[src/rtl/mem_wb_stage.sv]
// mem_wb_stage: MEM/WB pipeline register with write-back mux, forwarding source
// and saturating retired-instruction counter.
module mem_wb_stage #(
  parameter int DATA_W = 32,
  parameter int REG_AW = 5,
  parameter int CNT_W  = 32
) (
  input  logic              clk,
  input  logic              rst_n,
  input  logic              stall,
  input  logic              flush,
  input  logic              in_valid,
  input  logic              in_mem_to_reg,
  input  logic              in_reg_write,
  input  logic [DATA_W-1:0] in_alu_result,
  input  logic [DATA_W-1:0] in_mem_rdata,
  input  logic [REG_AW-1:0] in_rd,
  output logic              rf_we,
  output logic [REG_AW-1:0] rf_waddr,
  output logic [DATA_W-1:0] rf_wdata,
  output logic              fwd_valid,
  output logic [REG_AW-1:0] fwd_rd,
  output logic [DATA_W-1:0] fwd_data,
  output logic              wb_retire,
  output logic [CNT_W-1:0]  retired_count
);
  logic              v, m2r, rw, fresh;
  logic [DATA_W-1:0] alu, mdata, wData;
  logic [REG_AW-1:0] rd;
  always_ff @(posedge clk or negedge rst_n) begin
    if (!rst_n) begin
      v             <= 1'b0;
      m2r           <= 1'b0;
      rw            <= 1'b0;
      fresh         <= 1'b0;
      alu           <= '0;
      mdata         <= '0;
      rd            <= '0;
      retired_count <= '0;
    end else begin
      if (flush) begin
        v     <= 1'b0;
        rw    <= 1'b0;
        m2r   <= 1'b0;
        fresh <= 1'b0;
      end else if (stall) begin
        fresh <= 1'b0;
      end else begin
        v     <= in_valid;
        fresh <= in_valid;
        m2r   <= in_mem_to_reg;
        rw    <= in_reg_write;
        alu   <= in_alu_result;
        mdata <= in_mem_rdata;
        rd    <= in_rd;
      end
      if (wb_retire && retired_count != '1) retired_count <= retired_count + 1'b1;
    end
  end
  // fresh marks the first WB cycle so a stalled instruction writes/retires once
  assign wData     = m2r ? mdata : alu;
  assign rf_we     = v & rw & fresh & (rd != '0);
  assign rf_waddr  = rd;
  assign rf_wdata  = wData;
  assign fwd_valid = v & rw & (rd != '0);
  assign fwd_rd    = rd;
  assign fwd_data  = wData;
  assign wb_retire = v & fresh;
endmodule

[config.mk]
export PLATFORM = sky130hd
export DESIGN_NAME = mem_wb_stage
export DESIGN_NICKNAME = d
export VERILOG_FILES = /design/src/rtl/mem_wb_stage.sv
export SDC_FILE = /design/constraint.sdc
export NUM_CORES = 1
export LEC_CHECK = 0
export CAP_MARGIN = 20
export CELL_PAD_IN_SITES_DETAIL_PLACEMENT = 1
export CELL_PAD_IN_SITES_GLOBAL_PLACEMENT = 1
export CORE_MARGIN = 2
export CORE_UTILIZATION = 35
export DETAILED_ROUTE_END_ITERATION = 12
export PLACE_DENSITY_LB_ADDON = 0.1
export SLEW_MARGIN = 20
export SYNTH_ARGS = -nofsm -noshare
export SYNTH_HDL_FRONTEND = slang
export SYNTH_SLANG_ARGS = --single-unit
[constraint.sdc]
create_clock -name clk -period 2.1 [get_ports clk]
set_input_delay 0.42 -clock clk [delete_from_list [all_inputs] [get_ports clk]]
set_output_delay 0.42 -clock clk [all_outputs]
set_load 0.005 [all_outputs]
==> impl_metrics.csv <==
group,metric,value,unit
logic_synthesis,ys_seq_elements,105,
hold_path,min_path_type,"in -> async",
drt,vias,3646,
global_route,grt_usage,0.1736,
floorplanning,row_count,43,
place,dpl.hpwl,9615,um
clock_tree,cts.htree.levels,3,
layout,area_growth_syn_to_layout,50.91,%
setup_path,cp_slowest_stage_delay,0.45,ns
layout,fin_util,0.5406,
logic_synthesis,ys.flop_type,"dfrtp_1",
outcome,violations,"negative hold slack, negative setup slack",
setup_path,crit_family,"buffers and inverters",
global_route,gr-usage-met3,0.05397,
pwr,peakVddDrop,0.3744,mV
layout,layout-drive-gt1-share,0.3224,
drt,drc,0,
sta,finalSetupTns,-2.445,ns
pwr,power_density,719.0,nW/um2
logic_synthesis,muxShareOfSynthArea,0.2378,
floorplanning,die_width,123.2,um
setup_path,end_kind,"output port",
drt,vias_per_cell,4.816,
sta,slew_viol_final,0,
logic_synthesis,ys_warn_count,0,
drt,postRouteAntennaNets,0,
setup_path,r2r_cells,6,
global_route,grt_antenna_before_repair,0,
sta,worst_slew_pin_slew,0.4230,ns
logic_synthesis,syn_area,4972,um2
global_route,grt_pass1_vias,4109,
logic_synthesis,synth_nets,462,
setup_path,crit_slowest_cell,"clkdlybuf4s50_1",
place,place_area,7018,um2
floorplanning,ios,185,
outcome,outcome,"finished with violations",
global_route,busiest_layer,"met2",
drt,dr.pass1.iters,4,
setup_path,path_max_fanout,24,
sta,whs,-0.006037,ns
clock_tree,cts_buffers,9,
layout,antenna-diode-count,0,
setup_path,critPathArrivalTime,1.79,ns
clock_tree,cts_hold_buf,0,
logic_synthesis,synth_edf_count,0,
setup_path,path_class,"reg -> out",
logic_synthesis,synthSimpleGateAreaFrac,0.09311,
logic_synthesis,synth_cells,385,
job,drv_cap,0,
logic_synthesis,synth_compound_area_frac,0.01761,
drt,drt_iter0_markers,84,
sta,fmax,451.8,MHz
setup_path,start_kind,"flop",
place,gp_congestion,0.7897,
layout,regArea,2630,um2
global_route,gr-usage-met2,0.3036,
sta,final.setup.worst_slack,-0.1135,ns
logic_synthesis,synth_xor_xnor_area_share,0.05108,
drt,routed_wl,12740,um
layout,mostFrequentLayoutCells,"clkdlybuf4s50_1, dfrtp_1, mux2_2",
place,pre_cts_ws,-0.07111,ns
layout,nNetsFinal,649,
clock_tree,cts_tree,"done",
global_route,grt_max_degree,55,
global_route,grt_pass1_wl,20200,um
pwr,p_leak,3.377,nW
clock_tree,clockBufferDepth,2,
floorplanning,core,13880,um2
clock_tree,clkSinkCount,105,
setup_path,path_cells,"buf_12, mux2_2, clkdlybuf4s50_1",
logic_synthesis,synth_top_family_by_area,"multiplexers",
clock_tree,worstSkewPairLatency,0.35,ns
setup_path,path_buf_inv,2,
floorplanning,dieHeight,123.2,um
logic_synthesis,avgSynthCellArea,12.91,um2
sta,rsz0062_at_grt,"true",
drt,wl_per_cell,16.83,um
logic_synthesis,synthAdderAreaFrac,0.002516,
sta,min_period_over_period,1.054,
sta,period_needed,2.213,ns
floorplanning,dieArea,15180,um2
logic_synthesis,synth_async_sr_flop_share,1.000,
sta,setup_viol,30,
sta,relSlewSlack,0.7180,
global_route,grt_use_met1,0.1970,
clock_tree,path_clk_slew,0.07,ns
layout,multi_input_area,2096,um2
sta,fin_worst_skew,0.006974,ns
layout,final_design_area_no_fill,7503,um2
logic_synthesis,synth_cell_types,35,
setup_path,worstSetupPathDepth,3,
global_route,grt_overflow,0,
setup_path,worstPathRequired,1.68,ns
place,portBuffers,184,
layout,final_common_cell,"clkdlybuf4s50_1",
clock_tree,cts_root_buf,"clkbuf_16",
floorplanning,start_util,0.3582,
sta,hold_viol,6,
layout,fill_cells,1453,
logic_synthesis,ys_seq_area_frac,0.5284,
## state kept, by name, indices dropped and copies added (netlist names)
register / cells
alu: 32
mdata: 32
retired_count: 32
fwd_rd: 5
fresh: 1
m2r: 1
rw: 1
v: 1
## power by group
part / internal, mW / switching (mW) / leakage [nW] / total [mW]
logic: 0.863 / 0.396 / 1.92 / 1.26
clock network: 1.02 / 0.750 / 0.151 / 1.77
registers: 2.24 / 0.125 / 1.30 / 2.37
total: 4.12 / 1.27 / 3.38 / 5.39
## worst reg2reg max path, delay by kind of cell, from the launching register on
family,cells,cell delay (ns)
and+or+nand+nor,3,0.76
AOI/OAI and AO/OA,1,0.46
DFF,1,0.40
adders and majority gates,1,0.17
xor gates and xnor gates,1,0.15
## synthesized netlist by cell type (2+ instances only)
| master | instances | area, um2 |
|---|---|---|
| and3_1 | 7 | 43.79 |
| nor3_1 | 11 | 55.05 |
| nor2_1 | 14 | 52.55 |
| nand3_1 | 12 | 60.06 |
| xor2_1 | 16 | 140.1 |
| buf_4 | 37 | 277.8 |
| nand4_1 | 6 | 37.54 |
| mux2i_1 | 3 | 30.03 |
| or3_1 | 2 | 12.51 |
| and2_1 | 2 | 12.51 |
| inv_1 | 5 | 18.77 |
| xnor2_1 | 13 | 113.9 |
| o31a_1 | 2 | 17.52 |
| a21oi_1 | 4 | 20.02 |
| mux2_2 | 101 | 1137 |
| nand2_1 | 9 | 33.78 |
| clkbuf_1 | 13 | 48.80 |
| nand4_2 | 3 | 37.54 |
| nor4_1 | 5 | 31.28 |
| dfrtp_1 | 105 | 2628 |
## repair_timing
action | CTS | global route
setup buffers | 1 | 6
cloned | 0 | 0
gates resized for setup | 24 | 38
setup endpoints to repair | 65 | 67
pin swaps | 3 | 6
## stage by stage
stage	power, mW	instances
global placement	3.649	734
global route	5.681	757
CTS	5.454	751
floorplan	2.981	385
detailed placement	3.692	734
finish	5.395	757
## metal layers
metal,wire length (um),part of all wire,up-vias
met5,0,0,-
met4,211,0.017,0
met3,928,0.073,13
met2,6547,0.51,112
met1,5055,0.40,1828
li1,-,-,1693
## cells by family (layout without fill, tap and decap cells)
logic type | count (synthesis) | in the layout
mux | 105 | 105
fa+ha+maj | 1 | 1
flops | 105 | 105
buf+inv | 55 | 247
simple gates | 80 | 80
compound gates | 10 | 10
xor+xnor | 29 | 29
## final timing paths
| path | from | end | slack (ns) |
|---|---|---|---|
| min reg2reg | retired_count[17] | retired_count[17] | 0.49 |
| max | m2r | fwd_data[18] | -0.11 |
| max in group asynchronous | rst_n | m2r | 1.46 |
| min | rst_n | retired_count[20] | -0.006 |
| min in group clk | retired_count[17] | retired_count[17] | 0.49 |
| max reg2reg | retired_count[1] | retired_count[29] | 0.03 |
## cell type report
| cell class | instances | share of cell area |
|---|---|---|
| Multi-Input combinational cell | 225 | 0.2793 |
| Sequential cell | 105 | 0.3505 |
| Inverter | 5 | 0.002501 |
| Tap cell | 180 | 0.03001 |
| Clock buffer | 12 | 0.03552 |
| Timing Repair Buffer | 226 | 0.2955 |
| Clock inverter | 4 | 0.006670 |
(Power assumes the default switching activity.)
